--- src/rtl/dmtd_meas_ctrl.sv ---
// DMTD measurement sequencer: times beat_a->beat_b phase and beat_a period, averages 2^n periods.
// Optional DMTD_DEGLITCH_EN: edges need 2 low samples then 2 high samples (1 extra cycle latency).
module dmtd_meas_ctrl #(
  parameter int unsigned CNT_W        = 16,
  parameter int unsigned TIMEOUT_CYC  = 60000,
  parameter int unsigned AVG_MAX_LOG2 = 7
) (
  input  logic             clk,
  input  logic             rst,
  input  logic             beat_a,
  input  logic             beat_b,
  input  logic             start,
  input  logic [2:0]       avg_log2,
  output logic             busy,
  output logic             res_valid,
  input  logic             res_ready,
  output logic [CNT_W-1:0] phase_avg,
  output logic [CNT_W-1:0] period_avg,
  output logic [1:0]       err
);
  localparam int unsigned ACC_W = CNT_W + AVG_MAX_LOG2;
  localparam int unsigned SMP_W = AVG_MAX_LOG2 + 1;
  localparam logic [CNT_W-1:0] TimeoutCnt = CNT_W'(TIMEOUT_CYC);

  typedef enum logic [1:0] {StIdle, StWaitA, StMeas, StDone} state_e;

  logic rise_a, rise_b;

`ifdef DMTD_DEGLITCH_EN
  // [0] is the newest registered sample
  logic [2:0] hist_a_q, hist_a_d, hist_b_q, hist_b_d;

  always_comb begin
    hist_a_d = {hist_a_q[1:0], beat_a};
    hist_b_d = {hist_b_q[1:0], beat_b};
  end

  always_ff @(posedge clk or posedge rst) begin
    if (rst) begin
      hist_a_q <= '0;
      hist_b_q <= '0;
    end else begin
      hist_a_q <= hist_a_d;
      hist_b_q <= hist_b_d;
    end
  end

  assign rise_a = beat_a & hist_a_q[0] & ~hist_a_q[1] & ~hist_a_q[2];
  assign rise_b = beat_b & hist_b_q[0] & ~hist_b_q[1] & ~hist_b_q[2];
`else
  logic beat_a_q, beat_a_d, beat_b_q, beat_b_d;

  always_comb begin
    beat_a_d = beat_a;
    beat_b_d = beat_b;
  end

  always_ff @(posedge clk or posedge rst) begin
    if (rst) begin
      beat_a_q <= 1'b0;
      beat_b_q <= 1'b0;
    end else begin
      beat_a_q <= beat_a_d;
      beat_b_q <= beat_b_d;
    end
  end

  assign rise_a = beat_a & ~beat_a_q;
  assign rise_b = beat_b & ~beat_b_q;
`endif

  state_e           state_q, state_d;
  logic [CNT_W-1:0] cnt_q, cnt_d;
  logic             got_b_q, got_b_d;
  logic [ACC_W-1:0] phase_acc_q, phase_acc_d;
  logic [ACC_W-1:0] period_acc_q, period_acc_d;
  logic [SMP_W-1:0] smp_q, smp_d;
  logic [2:0]       n_q, n_d;
  logic [1:0]       err_q, err_d;
  logic [CNT_W-1:0] phase_avg_q, phase_avg_d;
  logic [CNT_W-1:0] period_avg_q, period_avg_d;
  logic [SMP_W-1:0] smp_tgt;
  logic             enter_done;

  assign smp_tgt = SMP_W'(1) << n_q;

  // cnt holds cycles elapsed since the qualifying edge; the register reads 1 the cycle after it
  always_comb begin
    state_d      = state_q;
    cnt_d        = cnt_q;
    got_b_d      = got_b_q;
    phase_acc_d  = phase_acc_q;
    period_acc_d = period_acc_q;
    smp_d        = smp_q;
    n_d          = n_q;
    err_d        = err_q;
    phase_avg_d  = phase_avg_q;
    period_avg_d = period_avg_q;
    enter_done   = 1'b0;

    case (state_q)
      StIdle: begin
        if (start) begin
          n_d          = (32'(avg_log2) > AVG_MAX_LOG2) ? 3'(AVG_MAX_LOG2) : avg_log2;
          phase_acc_d  = '0;
          period_acc_d = '0;
          smp_d        = '0;
          err_d        = '0;
          got_b_d      = 1'b0;
          cnt_d        = CNT_W'(1);
          state_d      = StWaitA;
        end
      end
      StWaitA: begin
        if (rise_a) begin
          cnt_d   = CNT_W'(1);
          got_b_d = 1'b0;
          state_d = StMeas;
        end else if (cnt_q >= TimeoutCnt) begin
          err_d[0]   = 1'b1;
          enter_done = 1'b1;
        end else begin
          cnt_d = cnt_q + CNT_W'(1);
        end
      end
      StMeas: begin
        if (cnt_q < TimeoutCnt) begin
          cnt_d = cnt_q + CNT_W'(1);
        end
        // Phase is taken before the period closes so a coincident edge gives phase == period
        if (rise_b && !got_b_q) begin
          phase_acc_d = phase_acc_q + ACC_W'(cnt_q);
          got_b_d     = 1'b1;
        end
        if (rise_a) begin
          if (!got_b_q && !rise_b) begin
            err_d[1]   = 1'b1;
            enter_done = 1'b1;
          end else begin
            period_acc_d = period_acc_q + ACC_W'(cnt_q);
            smp_d        = smp_q + SMP_W'(1);
            cnt_d        = CNT_W'(1);
            got_b_d      = 1'b0;
            if (smp_d == smp_tgt) begin
              enter_done = 1'b1;
            end
          end
        end else if (cnt_q >= TimeoutCnt) begin
          err_d[0]   = 1'b1;
          enter_done = 1'b1;
        end
      end
      StDone: begin
        if (res_ready) begin
          state_d = StIdle;
        end
      end
      default: state_d = StIdle;
    endcase

    if (enter_done) begin
      state_d      = StDone;
      phase_avg_d  = CNT_W'(phase_acc_d >> n_q);
      period_avg_d = CNT_W'(period_acc_d >> n_q);
    end
  end

  always_ff @(posedge clk or posedge rst) begin
    if (rst) begin
      state_q      <= StIdle;
      cnt_q        <= '0;
      got_b_q      <= 1'b0;
      phase_acc_q  <= '0;
      period_acc_q <= '0;
      smp_q        <= '0;
      n_q          <= '0;
      err_q        <= '0;
      phase_avg_q  <= '0;
      period_avg_q <= '0;
    end else begin
      state_q      <= state_d;
      cnt_q        <= cnt_d;
      got_b_q      <= got_b_d;
      phase_acc_q  <= phase_acc_d;
      period_acc_q <= period_acc_d;
      smp_q        <= smp_d;
      n_q          <= n_d;
      err_q        <= err_d;
      phase_avg_q  <= phase_avg_d;
      period_avg_q <= period_avg_d;
    end
  end

  assign busy       = (state_q != StIdle);
  assign res_valid  = (state_q == StDone);
  assign phase_avg  = phase_avg_q;
  assign period_avg = period_avg_q;
  assign err        = err_q;

endmodule

--- config.mk ---
export PLATFORM = sky130hd
export DESIGN_NAME = dmtd_meas_ctrl
export DESIGN_NICKNAME = d
export VERILOG_FILES = /design/src/rtl/dmtd_meas_ctrl.sv
export SDC_FILE = /design/constraint.sdc
export NUM_CORES = 1
export LEC_CHECK = 0
export CAP_MARGIN = 20
export CORE_ASPECT_RATIO = 0.7
export CORE_MARGIN = 1.5
export CORE_UTILIZATION = 58
export CTS_BUF_LIST = sky130_fd_sc_hd__clkbuf_8
export CTS_CLUSTER_SIZE = 10
export DETAILED_ROUTE_END_ITERATION = 16
export PLACE_DENSITY = 0.79
export SKIP_LAST_GASP = 1
export SLEW_MARGIN = 10
export SYNTH_ARGS = -nofsm -noshare
export SYNTH_HDL_FRONTEND = slang
export SYNTH_SLANG_ARGS = --single-unit
--- constraint.sdc ---
create_clock -name clk -period 13.2 [get_ports clk]
set_input_delay 3.96 -clock clk [delete_from_list [all_inputs] [get_ports clk]]
set_output_delay 3.96 -clock clk [all_outputs]
set_load 0.03 [all_outputs]
# ---- After elaboration in Yosys (flattened, before gate mapping)
# Index checks and enable logic that the tools add are counted.
dict set report totals {
  reg_bits 112
  input_bits 9
  elab_cells 101
}
dict set report classes {
  add_sub_neg 4
  n_lt_le_gt_ge 2
  n_eq_ne 15
  shift 3
  muxes 42
  n_bitwise 4
  reduce_logical 18
}
# op n
set ops {}
lappend ops {{$mux 23} 5}
lappend ops {{$mux 16} 6}
lappend ops {{$pmux 23 s2} 2}
lappend ops {{$pmux 16 s3} 1}
lappend ops {{$add 23x16->23} 2}
lappend ops {{$shr 23x3->16} 2}
lappend ops {{$mux 8} 3}
lappend ops {{$add 16x1->16 const B} 1}
lappend ops {{$ge 16x16->1 const B} 1}
lappend ops {{$lt 16x16->1 const B} 1}
lappend ops {{$pmux 8 s2} 1}
lappend ops {{$reduce_and 4->1} 4}
lappend ops {{$mux 1} 14}
lappend ops {{$ne 2x2->1 const B} 6}
lappend ops {{$mux 2} 5}
lappend ops {{$ne 3x3->1 const B} 3}
lappend ops {{$add 8x1->8 const B} 1}
lappend ops {{$eq 8x8->1} 1}
lappend ops {{$shl 1x3->8 const A} 1}
lappend ops {{$pmux 1 s2} 3}
lappend ops {{$pmux 2 s3} 1}
lappend ops {{$reduce_and 3->1} 2}
lappend ops {{$reduce_bool 2->1} 3}
lappend ops {{$eq 2x2->1 const B} 2}
lappend ops {{13 further kinds} 17}

# ---- Longest topological paths before layout
dict set report depth {
  ltp_word 9
  mapped_depth 13
  mapped_depth_nobuf 12
}

# ---- Least setup slack after synthesis
# Ideal clock, no wire load.
dict set report synth_timing {
  kind {in2reg}
  start {input beat_b}
  end {register phase_avg_q[12] (netlist: phase_avg[12])}
  t_arrival_ps 6007
  required_time_ps 13075
  setup_slack_ps 7068
  cell_stages 9
  path_buffers 1
  path_cell_list {or3b_1 > buf_6 > a21o_1 > nand2_1 > o311ai_1 > a211o_1 > mux2_2 > mux4_2 > mux2_2}
}
dict set report synth_via {
  word_cells_on_any_way 10
  classes_between {1 x shift; 5 x mux; 1 x bitwise; 3 x reduce/logical}
}
# element line_no
set synth_rtl {}
lappend synth_rtl {{start: declaration} 11} ;# input logic beat_b,
lappend synth_rtl {{$and 1x1->1} 69} ;# assign rise_b = beat_b & ~beat_b_q;
lappend synth_rtl {{$logic_and 1x1->1} 131} ;# if (rise_b && !got_b_q) begin
lappend synth_rtl {{$mux 23} 131}
lappend synth_rtl {{$pmux 23 s2} 101} ;# case (state_q)
lappend synth_rtl {{named net phase_acc_d[13]} 75} ;# logic [ACC_W-1:0] phase_acc_q, phase_acc_d;
lappend synth_rtl {{$shr 23x3->16} 163} ;# phase_avg_d = CNT_W'(phase_acc_d >> n_q);
lappend synth_rtl {{end signal: assignment} 189} ;# phase_avg_q <= phase_avg_d;
lappend synth_rtl {{end: declaration} 80} ;# logic [CNT_W-1:0] phase_avg_q, phase_avg_d;
# The timed path passes the listed nets, and every way through them passes these cells.
# A chain may end at the register's enable or synchronous reset.

# ---- Worst setup path after layout
dict set report layout_timing {
  start {input beat_b}
  end {register period_avg_q[12] (netlist: period_avg[12])}
}
dict set report layout_via {
  elab_chain_cells 7
  word_cells_on_any_way 10
  classes_between {1 x shift; 6 x mux; 1 x bitwise; 2 x reduce/logical}
}
# element line_no
set layout_lines {}
lappend layout_lines {{$and 1x1->1 (*)} 69}
lappend layout_lines {{$logic_not 1->1 (*)} 136} ;# if (!got_b_q && !rise_b) begin
lappend layout_lines {{$logic_and 1x1->1 (*)} 136}
lappend layout_lines {{$mux 23} 136}
lappend layout_lines {{$mux 23} 135} ;# if (rise_a) begin
lappend layout_lines {{$pmux 23 s2} 101}
lappend layout_lines {{$shr 23x3->16} 164} ;# period_avg_d = CNT_W'(period_acc_d >> n_q);
lappend layout_lines {{end signal: assignment} 190} ;# period_avg_q <= period_avg_d;
lappend layout_lines {{end: declaration} 81} ;# logic [CNT_W-1:0] period_avg_q, period_avg_d;
# Mark *: on every way between the ends. The rest lies on a longest branch, timed or not.

==> flow_summary.ini <==
[run_status]
run_status = complete, no violations

[clock_tree]
cts_sinks = 112
post_cts_buffers = 0
cts.repair.resized = 0
cts_buffer_depth = 2
holdBufCountCts = 0
cts_tree = built
h-tree-depth = 3
worst_skew_pair.late_latency_ps = 410
path_clk_slew_ps = 110
cts_buffers = 9
cts-root-buf = clkbuf_8

[routing]
wl_um = 28800
wl_met3_um = 2930
routed-wl-met2_um = 12100
drtPass1Iterations = 5
postRouteAntennaNets = 0
drt-initial-drc-count = 1035
top_layer = met4
via_per_inst = 7.06
wl_met1_um = 12800
wl_per_cell_um = 21.9
vias = 9288
drcViolationCount = 0

[power_and_ir_drop]
p_per_area_mw_per_mm2 = 160
vdd_drop_max_v = 0.000137
leakage_nw = 4.24

[cells_and_area]
fin_cells = 1315
multi_input_area_sq_mm = 0.00614
final_common_cell = nand2_1
design_area_sq_mm = 0.0101
layout_common_cells = nand2_1 (139), dfrtp_1 (110), a21oi_1 (79), o21ai_0 (58), nor2_1 (57)
area_growth_pct = 7.69
layout-drive-gt1-share_pct = 7.18
nNetsFinal = 1159
utilization_pct = 64.5
layout.filler_cells = 1348
regArea_sq_mm = 0.00281

[yosys]
syn_inst = 1113
synthesis.area_sq_mm = 0.00934
synth-edff-count = 0
syn-num-nets = 1163
synth_compound_area_share_pct = 28.8
synthAdderAreaFrac_pct = 5.65
yosysWarnings = 0
synth_ff_type = dfrtp_1
avgSynthCellArea_sq_um = 8.39
synth-async-reset-ratio_pct = 100
ys_types = 87
synth_top_family_by_area = compound AO/OA/AOI/OAI gates
yosysTopAreaCell = dfrtp_1
synth_area_leaders = dfrtp_1 (30%), nand2_1 (5.6%), ha_1 (5.2%)
ys_seq_area_share_pct = 30.0
ys_ff_latch = 112
synthXorXnorAreaFrac_pct = 1.97
yosysTopAreaCellShare_pct = 30.0
synthMuxAreaShare_pct = 8.44
synth-simple-area-share_pct = 20.7

[critical_path]
cp_slowest_cell = o21ai_1
path_cells = clkdlybuf4s50_1 > nor2b_1 > o21ai_1 > nand2_1 > o32ai_1 > a21o_1 > nand2_1 > o31ai_1
critPathMostFrequentCell = nand2_1
worstSetupPathType = in -> reg
startpoint = beat_b
r2r_start = n_q[0]
critical_path.top_delay_family = compound AO/OA/AOI/OAI gates
r2r_setup_slack_ps = 9300
cp_max_fo = 15
crit_path_max_incr_delay_ps = 760
reg2reg_to = period_avg[12]
crit_buf_inv = 1
ff2ff_path_depth = 9
critPathCaptureType = flip-flop
cp.arrival_ps = 7390
start_kind = input port
critical_path_required_ps = 13510

[sta]
skew_ps = 12.3
fin_ws_ps = 6120
maxSlewViolCount = 0
slew-limit-headroom_pct = 27.3
rsz0062_at_grt = false
fin_tns_setup_ps = 0
fmax_mhz = 141
hold_viol_final = 0
tightest_slew_ps = 1090
timing.final.crit_share_pct = 53.6
timing.final.crit_period_ps = 7080
setup_viol = 0

[placement]
dp_hpwl_um = 21000
io_buffers = 44
place.gp.congestion = 1.01
dpl-instance-area_sq_mm = 0.00985
place_inst = 1298
dpl_worst_slack_ps = 5810

[die]
die_area_sq_mm = 0.0169
chipWidth_um = 155
rows = 38
die_h_um = 109
ios = 45
initial_core_util_pct = 59.9
core_area_sq_mm = 0.0156

[global_routing]
grt_first_pass_wirelength_um = 45700
grt_max_degree = 73
grt_overflow = 0
antenna_found_initial = 0
first_global_vias = 8425
grtUsageTotal_pct = 34.7

[hold_path]
hp-start = period_avg[1]
min-delay-path-class = reg -> reg
hold_depth = 1
min_to = period_avg[1]

[run]
cap_violations = 0
how the worst max path moves through the flow:
stage | depth (start not counted) | end
global route | 8 | period_avg[12]
global placement | 8 | period_avg[12]
floorplan | 1 | beat_a_q
finish | 8 | period_avg[12]
detailed placement | 8 | period_avg[12]
CTS | 8 | period_avg[12]
power breakdown:
part	internal (mW)	switching [mW]	leakage, nW
combinational	0.306	0.599	2.64
sequential	0.407	0.0718	1.51
clock	0.0899	0.135	0.0964
total	0.803	0.805	4.24
cell type report:
class | instances | share of cell area [%]
Antenna cell | 1 | 0.0249
Clock buffer | 9 | 1.23
Clock inverter | 7 | 0.796
Inverter | 36 | 1.37
Multi-Input combinational cell | 896 | 61.1
Sequential cell | 112 | 27.9
Tap cell | 200 | 2.49
Timing Repair Buffer | 54 | 5.13
Yosys cell counts, types with 17 or more instances:
cell,number
a21o_1,27
o21ai_0,58
inv_1,32
nand2_1,139
o221ai_1,17
nor3_1,24
or3_1,17
clkbuf_1,47
and3_1,18
ha_1,39
a31oi_1,23
nor2_1,57
dfrtp_1,112
mux2i_1,27
mux2_2,17
a211oi_1,19
nand3_1,36
a21oi_1,80
o211ai_1,19
flip-flops by register name, indices dropped and copies added, names as in the netlist:
register,flops
n_q,3
beat_b_q,1
state_q,2
beat_a_q,1
cnt_q,16
period_avg,16
err,2
period_acc_q,23
phase_avg,16
smp_q,8
got_b_q,1
phase_acc_q,23
per-stage QoR:
stage / hold slack [ps] / total power [mW]
after floorplan: 490 / 1.09
after global placement: 469 / 1.35
after detailed placement: 469 / 1.37
after CTS: 495 / 1.59
after global routing: 524 / 1.69
final: 496 / 1.61
logic make-up (layout without fill, tap and decap cells):
group | after synthesis | in the layout
AO/OA/AOI/OAI | 387 | 387
other | 0 | 1
flip-flops | 112 | 112
AND/OR/NAND/NOR | 388 | 388
XOR/XNOR | 21 | 21
multiplexers | 59 | 59
buffers and inverters | 105 | 106
adder cells (fa/ha/maj) | 41 | 41
layer usage:
metal  up-vias  GRT usage, %
met5         -             0
met4         0          11.9
met3        80          7.79
met2       524          51.9
met1      4416          49.5
li1       4268             -
No activity file was read; power rests on OpenSTA's default activity.
